## src/rtl/vga_plot_arbiter.sv

```systemverilog
// -----------------------------------------------------------------------------
// vga_plot_arbiter
//
// Shares the single vga_adapter plot port among several sprite drawers
// (index 0 = ball, 1 = left paddle, 2 = right paddle). Each drawer asks for a
// filled, single-colour rectangle. Requests are granted round-robin, and the
// granted rectangle is rasterized one pixel per clock, row-major. After the
// last pixel a one-cycle done pulse goes back to the owner. Erasing is an
// ordinary request drawn in the background colour.
//
// Parameters
//   NREQ        number of requesters
//   XMAX, YMAX  screen size; pixels at x >= XMAX or y >= YMAX are clipped
//               (the cycle is still spent, only the plot strobe is dropped)
//
// Ports
//   clk          system clock (CLOCK_50)
//   resetn       asynchronous, active-low reset
//   i_req        per-requester level request, held until that requester's done
//   i_req_x      packed top-left x,  requester i at [8i+7:8i]
//   i_req_y      packed top-left y,  requester i at [7i+6:7i]
//   i_req_w      packed width-1,     requester i at [4i+3:4i]
//   i_req_h      packed height-1,    requester i at [4i+3:4i]
//   i_req_colour packed RGB colour,  requester i at [3i+2:3i]
//   o_grant      one-hot owner of the job in progress, zero when idle
//   o_done       one-cycle pulse on the owner's bit after its last pixel
//   o_busy       high while a job is plotting or finishing
//   o_x, o_y     pixel coordinate to vga_adapter
//   o_colour     pixel colour to vga_adapter
//   o_plot       write strobe to vga_adapter
// -----------------------------------------------------------------------------
module vga_plot_arbiter #(
  parameter int NREQ = 3,
  parameter int XMAX = 160,
  parameter int YMAX = 120
) (
  input  logic              clk,
  input  logic              resetn,
  input  logic [NREQ-1:0]   i_req,
  input  logic [NREQ*8-1:0] i_req_x,
  input  logic [NREQ*7-1:0] i_req_y,
  input  logic [NREQ*4-1:0] i_req_w,
  input  logic [NREQ*4-1:0] i_req_h,
  input  logic [NREQ*3-1:0] i_req_colour,
  output logic [NREQ-1:0]   o_grant,
  output logic [NREQ-1:0]   o_done,
  output logic              o_busy,
  output logic [7:0]        o_x,
  output logic [6:0]        o_y,
  output logic [2:0]        o_colour,
  output logic              o_plot
);

  // Width of a requester index; at least one bit so NREQ = 1 still elaborates.
  localparam int GW = (NREQ > 1) ? $clog2(NREQ) : 1;

  localparam logic [1:0] S_IDLE = 2'd0;
  localparam logic [1:0] S_PLOT = 2'd1;
  localparam logic [1:0] S_DONE = 2'd2;

  // ---------------------------------------------------------------------------
  // Registered state
  // ---------------------------------------------------------------------------
  logic [1:0]    r_state;
  logic [GW-1:0] r_g;       // owner of the current job
  logic [GW-1:0] r_rr;      // first index to consider at the next arbitration
  logic [7:0]    r_x0;
  logic [6:0]    r_y0;
  logic [3:0]    r_w;       // width-1
  logic [3:0]    r_h;       // height-1
  logic [2:0]    r_colour;
  logic [3:0]    r_cx;      // column within the rectangle
  logic [3:0]    r_cy;      // row within the rectangle

  // ---------------------------------------------------------------------------
  // Round-robin pick: first set request bit scanning rr, rr+1, ... mod NREQ.
  // The loop runs from the far end back toward rr so the closest hit is the
  // last assignment and therefore wins.
  // ---------------------------------------------------------------------------
  logic          w_any;
  logic [GW-1:0] w_pick;
  logic [GW-1:0] w_idx;

  always_comb begin
    // NOTE: every variable gets a default before any conditional assignment,
    // so no path leaves it unassigned and no latch is inferred.
    w_any  = 1'b0;
    w_pick = '0;
    w_idx  = '0;
    for (int k = NREQ - 1; k >= 0; k--) begin
      w_idx = GW'((int'(r_rr) + k) % NREQ);
      if (i_req[w_idx]) begin
        w_any  = 1'b1;
        w_pick = w_idx;
      end
    end
  end

  // ---------------------------------------------------------------------------
  // Field select for the picked requester. A compare-per-requester mux keeps
  // every part-select index constant.
  // ---------------------------------------------------------------------------
  logic [7:0] w_sel_x;
  logic [6:0] w_sel_y;
  logic [3:0] w_sel_w;
  logic [3:0] w_sel_h;
  logic [2:0] w_sel_colour;

  always_comb begin
    w_sel_x      = '0;
    w_sel_y      = '0;
    w_sel_w      = '0;
    w_sel_h      = '0;
    w_sel_colour = '0;
    for (int i = 0; i < NREQ; i++) begin
      if (w_pick == GW'(i)) begin
        w_sel_x      = i_req_x[8*i +: 8];
        w_sel_y      = i_req_y[7*i +: 7];
        w_sel_w      = i_req_w[4*i +: 4];
        w_sel_h      = i_req_h[4*i +: 4];
        w_sel_colour = i_req_colour[3*i +: 3];
      end
    end
  end

  // Next round-robin start: the requester after the one just served.
  logic [GW-1:0] w_rr_next;
  assign w_rr_next = GW'((int'(r_g) + 1) % NREQ);

  // End-of-row / end-of-job decode for the raster counters.
  logic w_row_end;
  logic w_job_end;
  assign w_row_end = (r_cx == r_w);
  assign w_job_end = w_row_end && (r_cy == r_h);

  // ---------------------------------------------------------------------------
  // Control FSM, owner and round-robin pointer
  // ---------------------------------------------------------------------------
  always_ff @(posedge clk or negedge resetn) begin
    // NOTE: sequential state uses non-blocking assignments so every flop
    // samples pre-edge values regardless of statement order.
    if (!resetn) begin
      r_state <= S_IDLE;
      r_g     <= '0;
      r_rr    <= '0;
    end else begin
      case (r_state)
        S_IDLE: begin
          if (w_any) begin
            r_g     <= w_pick;
            r_state <= S_PLOT;
          end
        end
        S_PLOT: begin
          if (w_job_end) begin
            r_state <= S_DONE;
          end
        end
        S_DONE: begin
          // No arbitration here: the owner drops its request on this edge,
          // so the next pick happens in the following IDLE cycle.
          r_rr    <= w_rr_next;
          r_state <= S_IDLE;
        end
        default: begin
          r_state <= S_IDLE;
        end
      endcase
    end
  end

  // ---------------------------------------------------------------------------
  // Latched rectangle. Fields are captured only at the grant edge, so later
  // changes on the request bus cannot disturb the job in progress.
  // ---------------------------------------------------------------------------
  always_ff @(posedge clk or negedge resetn) begin
    // NOTE: these holding registers are reset (unlike a plain storage array)
    // because they drive o_x/o_y/o_colour directly and must read zero.
    if (!resetn) begin
      r_x0     <= '0;
      r_y0     <= '0;
      r_w      <= '0;
      r_h      <= '0;
      r_colour <= '0;
    end else if (r_state == S_IDLE && w_any) begin
      r_x0     <= w_sel_x;
      r_y0     <= w_sel_y;
      r_w      <= w_sel_w;
      r_h      <= w_sel_h;
      r_colour <= w_sel_colour;
    end
  end

  // ---------------------------------------------------------------------------
  // Raster counters: cx sweeps a row, cy advances when cx wraps.
  // ---------------------------------------------------------------------------
  always_ff @(posedge clk or negedge resetn) begin
    if (!resetn) begin
      r_cx <= '0;
      r_cy <= '0;
    end else begin
      case (r_state)
        S_IDLE: begin
          if (w_any) begin
            r_cx <= '0;
            r_cy <= '0;
          end
        end
        S_PLOT: begin
          if (w_row_end) begin
            r_cx <= '0;
            if (!w_job_end) begin
              r_cy <= r_cy + 4'd1;
            end
          end else begin
            r_cx <= r_cx + 4'd1;
          end
        end
        default: begin
          r_cx <= r_cx;
          r_cy <= r_cy;
        end
      endcase
    end
  end

  // ---------------------------------------------------------------------------
  // Outputs, combinational from registered state.
  // The sums are one bit wider than the screen coordinate so a rectangle that
  // runs off the right/bottom edge is detected instead of wrapping on-screen.
  // ---------------------------------------------------------------------------
  logic [8:0] w_xsum;
  logic [7:0] w_ysum;
  logic       w_in_x;
  logic       w_in_y;
  logic       w_active;

  assign w_xsum   = {1'b0, r_x0} + {5'b0, r_cx};
  assign w_ysum   = {1'b0, r_y0} + {4'b0, r_cy};
  assign w_in_x   = int'(w_xsum) < XMAX;
  assign w_in_y   = int'(w_ysum) < YMAX;
  assign w_active = (r_state == S_PLOT) || (r_state == S_DONE);

  assign o_x      = w_xsum[7:0];
  assign o_y      = w_ysum[6:0];
  assign o_colour = r_colour;
  assign o_plot   = (r_state == S_PLOT) && w_in_x && w_in_y;
  assign o_busy   = w_active;

  always_comb begin
    o_grant = '0;
    o_done  = '0;
    if (w_active) begin
      o_grant[r_g] = 1'b1;
    end
    if (r_state == S_DONE) begin
      o_done[r_g] = 1'b1;
    end
  end

endmodule

```

## config.mk

```make
export PLATFORM = sky130hd
export DESIGN_NAME = vga_plot_arbiter
export DESIGN_NICKNAME = d
export VERILOG_FILES = /design/src/rtl/vga_plot_arbiter.sv
export SDC_FILE = /design/constraint.sdc
export NUM_CORES = 1
export LEC_CHECK = 0
export BUFFER_PORTS_ARGS = -buffer_cell sky130_fd_sc_hd__clkbuf_2
export CAP_MARGIN = 25
export CORE_MARGIN = 10
export CORE_UTILIZATION = 47
export DETAILED_ROUTE_END_ITERATION = 8
export PLACE_DENSITY = 0.78
export SLEW_MARGIN = 20
export SYNTH_ARGS = -nofsm -noshare
export SYNTH_HDL_FRONTEND = slang
export SYNTH_SLANG_ARGS = --single-unit
```

## constraint.sdc

```tcl
create_clock -name clk -period 2.2 [get_ports clk]
set_clock_uncertainty 0.15 [all_clocks]
set_input_delay 0.11 -clock clk [delete_from_list [all_inputs] [get_ports clk]]
set_output_delay 0.11 -clock clk [all_outputs]
set_load 0.02 [all_outputs]
```

Word-level counts from Yosys, hierarchy flattened
Cells that the tools add are included.
Operators by class
  mux-type cells: 40
  equal/unequal tests: 10
  order comparisons: 7
  add/subtract/negate cells: 7
  reduce and logical (&&, ||, !) cells: 13
  divide/modulo/power cells: 4
Operators by type and width (count)
  $mod A32 B3 Y32 const B: 3
  $mux W4: 10
  $mod A3 B3 Y32 const B: 1
  $mux W8: 3
  $mux W7: 3
  $pmux W4 S2: 2
  $mux W3: 5
  $lt A2 B3 Y1 const B: 4
  $mux W2: 5
  $add A8 B4 Y9: 1
  $lt A9 B8 Y1 const B: 1
  $add A4 B1 Y4 const B: 2
  $add A7 B4 Y8: 1
  $eq A4 B4 Y1: 2
  $lt A8 B7 Y1 const B: 1
  $ne A2 B2 Y1 const B: 4
  $mux W1: 7
  $add A2 B1 Y3 const B: 2
  $bmux W1 S2: 3
  $reduce_and A2 Y1: 3
  $logic_and A1 B1 Y1: 5
  $eq A2 B1 Y1 const B: 2
  $eq A2 B2 Y1 const B: 2
  $logic_not A2 Y1: 2
  7 further kinds: 7
Word-level totals
  output and inout port bits: 26
  logic and storage cells: 91
  register bits after elaboration: 40

Depth between registers and ports, before layout
Gate-level depths: netlist of the first run.
  depth in word-level cells: 11
  depth in mapped cells: 11
  mapped depth without buffers: 8

Least setup slack after synthesis of the first run
Ideal clock, no wire load.
  kind: register -> output
  start: register r_cx[0]
  end: output port o_plot
  stages on the path, launching flop included: 9
  data arrival time: 2.244 ns
  buffers on the path: 0
  setup slack: -0.304 ns
  path through: dfrtp_1 ha_1 inv_1 fa_1 nand2b_1 a21oi_1 or4_1 a211oi_1 a311oi_1
Between the ends
  longest elaborated chain between the ends: 4
RTL lines
  start: declaration: RTL line 72  | logic [3:0] r_cx;
  start signal: assignment: RTL line 216  | r_cx <= r_cx + 4'd1;
  start signal: assignment: RTL line 220  | r_cx <= r_cx;
  $add A8 B4 Y9: RTL line 238  | assign w_xsum = {1'b0, r_x0} + {5'b0, r_cx};
  $lt A9 B8 Y1: RTL line 240  | assign w_in_x = int'(w_xsum) < XMAX;
  $logic_and A1 B1 Y1 (2 in series): RTL line 247  | assign o_plot = (r_state == S_PLOT) && w_in_x && w_in_y;
  end: declaration: RTL line 51  | output logic o_plot
No other way between the ends.

Worst setup path after layout of the first run
  start: register r_x0[2]
  end: output port o_plot
Between the ends
  longest elaborated chain between the ends: 4
RTL lines
  start: declaration: RTL line 67  | logic [7:0] r_x0;
  start signal: assignment: RTL line 186  | r_x0 <= w_sel_x;
  $add A8 B4 Y9: RTL line 238
  $lt A9 B8 Y1: RTL line 240
  $logic_and A1 B1 Y1 (2 in series): RTL line 247
No other way between the ends.

==> results_dict.tcl, run 1 <==
set metrics [dict create \
    power_mw 11.6 \
    synth_cells 361 \
    layout_worst_path_cycle_share 1.29 \
    synth.cell_area_sq_um 3300 \
    tritoncts_num_sinks 40 \
    worstReg2RegEnd "r_cx[3]$_DFFE_PN0P_" \
    leakage_nw 2.87 \
    r2r.worst_path.cells 11 \
    vias 4805 \
    synth.top_cells.by_area "sky130_fd_sc_hd__dfrtp_1 30%, sky130_fd_sc_hd__ha_1 8.0%, sky130_fd_sc_hd__a211oi_2 7.2%, sky130_fd_sc_hd__nor2_1 4.3%, sky130_fd_sc_hd__nand2_1 4.2%" \
    reg2reg_slack_ns -0.51 \
    holdCritStartpoint "i_req_x[15]" \
    finalMaxSlewViolations 0 \
    power_report.internal_total_mw 5.51 \
    critPathKind "register to output port" \
    yosys.area.top_type_share 0.303 \
    routed_wire_length_per_instance_um 35.9 \
    stdcell_area_sq_um 6300 \
    min-delay-path-class "primary input to register" \
    synth_edf_count 0 \
    die_h_um 104 \
    min_period_ns 2.84 \
    cts.clk_slew.worst_paths_ns 0.10 \
    power_frac_seq 0.142 \
    mean_post_synth_cell_area_sq_um 9.15 \
    r2r_start "r_rr[0]$_DFFE_PN0P_" \
    grt_pass1_vias 4764 \
    area_growth_syn_to_layout_pct 90.8 \
    clk_latency_ns 0.33 \
    global_route.usage.total 0.320 \
    grt_max_degree 19 \
    drv.max_cap_violation_count 0 \
    layout-drive-gt1-share 0.645 \
    maxClockFrequency_ghz 0.353 \
    io_buffer_count 108 \
    fill_cells 174 \
    critical_path.endpoint_type "output port" \
    worst_slack_ns -0.636 \
    dpl-instance-area_sq_um 4290 \
    worst_hold_path_endpoint "r_x0[7]$_DFFE_PN0P_" \
    drc 0 \
    rows 30 \
    max_h_tree_level 2 \
    synth_nets 467 \
    failed_checks "setup timing" \
    startpoint_type "register" \
    synth_flop_cell "sky130_fd_sc_hd__dfrtp_1" \
    place_congestion 0.883 \
    required_ns 1.94 \
    finalWirelength_um 24000 \
    setup_repair_after_global_routing_missed_its_margin "yes" \
    cts-buffers-inserted 5 \
    design.die.area_sq_um 10800 \
    final_net_count 677 \
    ys_async_sr_fraction 1.00 \
    yosysTopAreaCell "sky130_fd_sc_hd__dfrtp_1" \
    power.share.switching 0.526 \
    power_density_nw_per_um2 1840 \
    postRouteAntennaNets 0 \
    detailedPlace.worstSlack_ns -0.204 \
    tritoncts "done" \
    initialDrtViolationCount 669 \
    drt_pass1_iterations 7 \
    die_w_um 104 \
    status "complete, but fails checks" \
    pin_count 109 \
    critical_path_peak_fanout 5 \
    hold_path_stages 3 \
    place.detailed.hpwl_um 8370 \
    timing.hold.ws_ns 0.000224 \
    route.detailed.vias_per_inst 7.19 \
    ys.warnings.count 0 \
    antenna_found_initial 1 \
    final_setup_violating_endpoints 48 \
    totalNegativeSetupSlack_ns -18.42 \
    power_switching_mw 6.11 \
    global_route_wire_length_before_repair_um 27600 \
    comb_power_share 0.800 \
    worst_slew_pin_slew_ns 0.739 \
    core_area_sq_um 6790 \
    timing.slew.headroom 0.503 \
    yosysUniqueCellTypes 56 \
    ys_ff_latch 40 \
    worst_ir_drop_on_vdd_v 0.000944 \
    start_util 0.486 \
    clock_path_buffers 2 \
    overflow 0 \
    antenna_cells_inserted 0 \
    finalHoldViolCount 0 \
    cts_root_buffer "sky130_fd_sc_hd__clkbuf_8" \
    pwr-share-clk 0.058 \
    synth.yosys.seq_area_share 0.303 \
    arrival_worst_endpoint_ns 2.58 \
]
## worst max-delay path, cell delays in order, from the launching register on
cell,delay [ns]
sky130_fd_sc_hd__dfrtp_1,0.48
sky130_fd_sc_hd__ha_4,0.23
sky130_fd_sc_hd__nor2_1,0.28
sky130_fd_sc_hd__a21oi_4,0.12
sky130_fd_sc_hd__or4_4,0.55
sky130_fd_sc_hd__a211oi_4,0.33
sky130_fd_sc_hd__a311oi_2,0.07
sky130_fd_sc_hd__buf_4,0.19
## logic make-up (layout without fill, tap and decap cells)
group	Yosys count	count (layout)	synth area share
compound gates	113	113	0.300
xor+xnor	17	17	0.0451
fa+ha+maj	23	23	0.0917
buf+inv	39	247	0.0633
flops	40	40	0.303
mux	4	4	0.0129
simple gates	125	128	0.184
## how the worst max path moves through the flow
stage	startpoint	to	slack (ns)	cells past startpoint
after detailed placement	r_cx[0]$_DFFE_PN0P_	o_plot	-0.20	11
after floorplan	r_rr[1]$_DFFE_PN0P_	o_colour[1]$_DFFE_PN0P_	-0.04	11
after global routing	r_x0[1]$_DFFE_PN0P_	o_plot	-0.64	7
final	r_x0[2]$_DFFE_PN0P_	o_plot	-0.64	7
after CTS	r_cx[0]$_DFFE_PN0P_	o_plot	-0.44	9
after global placement	r_rr[0]$_DFFE_PN0P_	r_state[0]$_DFFE_PN0P_	-0.12	9
## through the flow
step,utilization,cells
2_1_floorplan,-,361
3_3_place_gp,0.631,589
3_5_place_dp,0.631,589
4_1_cts,0.857,661
5_1_grt,0.928,668
6_report,0.928,668
## flip-flops by register name (all words and copies together) (netlist names)
name,flops
r_x0,8
r_y0,7
r_g,2
r_w,4
o_colour,3
r_h,4
r_cy,4
r_state,2
r_rr,2
r_cx,4
## routing by layer
metal,routed length [um],up-vias,track usage
li1,-,1734,-
met1,7820,2216,0.353
met2,10500,625,0.511
met3,3280,230,0.0911
met4,2370,0,0.241
met5,0,-,0
## final cells by class
class	instances	area, sq um	share of cell area
Tap cell	96	120	0.0191
Clock buffer	5	68.8	0.0109
Sequential cell	40	1000	0.159
Clock inverter	3	42.5	0.00675
Inverter	17	63.8	0.0101
Multi-Input combinational cell	285	3170	0.503
Timing Repair Buffer	222	1830	0.291
## power groups by stage
stage,registers (mW),logic [mW],clock network (mW)
after floorplan,1.35,3.03,0
after global placement,1.36,4.39,0
after detailed placement,1.38,4.53,0
after CTS,1.41,7.24,0.622
after global routing,1.63,9.42,0.694
final,1.65,9.30,0.677
## cell usage after synthesis, types with 6 or more instances
cell type	count
sky130_fd_sc_hd__a211oi_1	7
sky130_fd_sc_hd__nand3_1	7
sky130_fd_sc_hd__inv_1	17
sky130_fd_sc_hd__buf_6	6
sky130_fd_sc_hd__a211o_1	7
sky130_fd_sc_hd__nor3b_1	9
sky130_fd_sc_hd__ha_1	21
sky130_fd_sc_hd__a21oi_1	9
sky130_fd_sc_hd__o31ai_2	8
sky130_fd_sc_hd__o31ai_1	18
sky130_fd_sc_hd__a211oi_2	19
sky130_fd_sc_hd__nor2_1	38
sky130_fd_sc_hd__o21ai_0	6
sky130_fd_sc_hd__xnor2_1	11
sky130_fd_sc_hd__nand2_1	37
sky130_fd_sc_hd__clkbuf_1	6
sky130_fd_sc_hd__and2_1	6
sky130_fd_sc_hd__xor2_1	6
sky130_fd_sc_hd__a21boi_0	17
sky130_fd_sc_hd__dfrtp_1	40
## repair_timing
item	CTS	global route
cloned	14	0
hold buffers	20	0
pin swaps	70	33
endpoints found under the setup margin	46	48
gates resized for setup	163	108
hold endpoints to repair	35	0
buffers inserted	32	17
## cells in the final DEF, fill, tap and decap left out, types with 4 or more instances in the layout
cell type	count
sky130_fd_sc_hd__buf_4	58
sky130_fd_sc_hd__a21oi_2	6
sky130_fd_sc_hd__a211oi_4	8
sky130_fd_sc_hd__a211oi_2	18
sky130_fd_sc_hd__nand2_4	23
sky130_fd_sc_hd__buf_6	26
sky130_fd_sc_hd__nor3b_1	6
sky130_fd_sc_hd__clkbuf_2	99
sky130_fd_sc_hd__xnor2_1	8
sky130_fd_sc_hd__nand3_1	5
sky130_fd_sc_hd__nand2_1	11
sky130_fd_sc_hd__a211o_1	7
sky130_fd_sc_hd__buf_12	9
sky130_fd_sc_hd__a21boi_1	8
sky130_fd_sc_hd__ha_1	13
sky130_fd_sc_hd__dfrtp_1	38
sky130_fd_sc_hd__xor2_1	6
sky130_fd_sc_hd__ha_4	7
sky130_fd_sc_hd__and2_1	6
sky130_fd_sc_hd__inv_1	15
sky130_fd_sc_hd__dlygate4sd3_1	20
sky130_fd_sc_hd__and2_4	4
sky130_fd_sc_hd__buf_16	7
sky130_fd_sc_hd__clkbuf_8	5
sky130_fd_sc_hd__o31ai_2	5
sky130_fd_sc_hd__o21ai_2	4
sky130_fd_sc_hd__nor2_1	33
sky130_fd_sc_hd__a21boi_2	5
sky130_fd_sc_hd__o31ai_4	21
(Power assumes the default switching activity.)
==> run 2: changes to the inputs <==
--- a/config.mk
+++ b/config.mk
@@ -7,10 +7,13 @@
 export LEC_CHECK = 0
 export BUFFER_PORTS_ARGS = -buffer_cell sky130_fd_sc_hd__clkbuf_2
 export CAP_MARGIN = 25
+export CELL_PAD_IN_SITES_DETAIL_PLACEMENT = 1
+export CELL_PAD_IN_SITES_GLOBAL_PLACEMENT = 2
 export CORE_MARGIN = 10
-export CORE_UTILIZATION = 47
+export CORE_UTILIZATION = 28
+export CTS_BUF_LIST = sky130_fd_sc_hd__clkbuf_8
 export DETAILED_ROUTE_END_ITERATION = 8
-export PLACE_DENSITY = 0.78
+export PLACE_DENSITY_LB_ADDON = 0.1
 export SLEW_MARGIN = 20
 export SYNTH_ARGS = -nofsm -noshare
 export SYNTH_HDL_FRONTEND = slang
==> results_dict.tcl, run 2 (synthesis gave the netlist of run 1 again) <==
set metrics [dict create \
    worst_slack_ns -0.411 \
    area_growth_syn_to_layout_pct 93.4 \
    reg.largest.list "r_x0: 8 flops, r_y0: 7 flops" \
    io_buffer_count 108 \
    timing.hold.ws_ns -0.0197 \
    die_h_um 129 \
    worst_ir_drop_on_vdd_v 0.000762 \
    seqCellArea_sq_um 1010 \
    antenna_found_initial 0 \
    placed_cells_incl_taps 654 \
    place.detailed.hpwl_um 10300 \
    multi_input_comb_area_sq_um 3030 \
    clock_path_buffers 2 \
    finalWirelength_um 15400 \
    worst_hold_path_endpoint "r_x0[4]$_DFFE_PN0P_" \
    most_common_cell_after_layout_fill_and_taps_aside "sky130_fd_sc_hd__clkbuf_2" \
    finalHoldViolCount 2 \
    grt_max_degree 22 \
    cts-buffers-inserted 5 \
    dpl-instance-area_sq_um 4520 \
    arrival_worst_endpoint_ns 2.35 \
    holdCritStartpoint "i_req_x[20]" \
    route.detailed.vias_per_inst 5.07 \
    largest_register_ff_count 8 \
    drt_pass1_iterations 4 \
    finalMaxSlewViolations 0 \
    failed_checks "hold timing, setup timing" \
    top_register "r_x0" \
    drc 0 \
    worstReg2RegEnd "r_x0[2]$_DFFE_PN0P_" \
    place_congestion 0.832 \
    fin_util 0.557 \
    layout_worst_path_cycle_share 1.19 \
    maxClockFrequency_ghz 0.383 \
    rows 39 \
    overflow 0 \
    global_route.usage.total 0.170 \
    pin_count 109 \
    worst_slew_pin_slew_ns 0.634 \
    vias 3713 \
    detailedPlace.worstSlack_ns -0.309 \
    r2r.worst_path.cells 11 \
    status "complete, but fails checks" \
    max_h_tree_level 2 \
    clk_latency_ns 0.31 \
    grt_pass1_vias 4029 \
    most_used_cells_in_the_layout_excluding_fill_and_tap_cells "98 x sky130_fd_sc_hd__clkbuf_2, 68 x sky130_fd_sc_hd__buf_4, 34 x sky130_fd_sc_hd__dfrtp_1" \
    cts.clk_slew.worst_paths_ns 0.09 \
    min-delay-path-class "primary input to register" \
    hold_path_stages 3 \
    design.die.area_sq_um 16500 \
    critical_path_peak_fanout 2 \
    critical_path.endpoint_type "output port" \
    global_route_wire_length_before_repair_um 22400 \
    min_period_ns 2.61 \
    leakage_nw 2.86 \
    finalNonFillerCells 733 \
    tritoncts "done" \
    final_setup_violating_endpoints 41 \
    layout-drive-gt1-share 0.639 \
    r2r_start "r_rr[0]$_DFFE_PN0P_" \
    power_density_nw_per_um2 1590 \
    setup_repair_after_global_routing_missed_its_margin "yes" \
    timing.slew.headroom 0.577 \
    routed_wire_length_per_instance_um 21.0 \
    antenna_cells_inserted 0 \
    cts_root_buffer "sky130_fd_sc_hd__clkbuf_8" \
    tritoncts_num_sinks 40 \
    final_net_count 695 \
    start_util 0.288 \
    fill_cells 1234 \
    reg2reg_slack_ns -0.19 \
    postRouteAntennaNets 0 \
    die_w_um 129 \
    startpoint_type "register" \
    critPathKind "register to output port" \
    core_area_sq_um 11500 \
    totalNegativeSetupSlack_ns -4.15 \
    drv.max_cap_violation_count 0 \
    stdcell_area_sq_um 6390 \
    initialDrtViolationCount 142 \
    required_ns 1.94 \
]
run 2: critical path, stage by stage, from the launching register on:
cell	delay (ns)
sky130_fd_sc_hd__dfrtp_1	0.41
sky130_fd_sc_hd__ha_2	0.20
sky130_fd_sc_hd__inv_2	0.06
sky130_fd_sc_hd__fa_2	0.19
sky130_fd_sc_hd__nand2b_4	0.13
sky130_fd_sc_hd__a21oi_4	0.06
sky130_fd_sc_hd__or4_4	0.50
sky130_fd_sc_hd__a211oi_4	0.25
sky130_fd_sc_hd__a311oi_2	0.06
sky130_fd_sc_hd__buf_4	0.18
run 2: worst max path at each step:
stage	cells past startpoint	end	start
floorplan	11	o_colour[1]$_DFFE_PN0P_	r_rr[1]$_DFFE_PN0P_
global placement	8	o_plot	r_x0[2]$_DFFE_PN0P_
detailed placement	10	o_plot	r_cx[0]$_DFFE_PN0P_
CTS	9	o_plot	r_x0[0]$_DFFE_PN0P_
global route	10	o_plot	r_x0[1]$_DFFE_PN0P_
finish	9	o_plot	r_cx[0]$_DFFE_PN0P_
run 2: metal layers:
metal	GRT usage	routed length, um
met1	0.215	6600
met2	0.293	7990
met3	0.0349	677
met4	0.0308	137
met5	0	0
run 2: what timing repair did:
action | CTS | global route
resized for setup | 101 | 141
setup buffers | 19 | 14
setup endpoints to repair | 42 | 48
cloned | 5 | 6
pin swaps | 36 | 37
endpoints found under the hold margin | 44 | 0
hold buffers | 31 | 0
run 2: final cells by class:
class | count | share of cell area
multi-input cells | 285 | 0.474
well taps | 143 | 0.0280
flip-flops and latches | 40 | 0.158
inverters | 17 | 0.00999
clock inverters | 1 | 0.00470
clock buffers | 7 | 0.0151
repair buffers | 240 | 0.310
run 2: stage by stage:
stage | total power [mW] | hold slack [ns]
finish | 10.1 | -0.0197
global route | 10.8 | -0.00806
floorplan | 4.38 | -0.336
detailed placement | 6.34 | 0.0123
CTS | 8.28 | 0.00400
global placement | 6.24 | 0.00161
run 2: power breakdown:
part / switching (mW) / internal, mW
Combinational: 3.98 / 3.94
Sequential: 0.426 / 1.09
Clock: 0.295 / 0.401
Total: 4.71 / 5.43
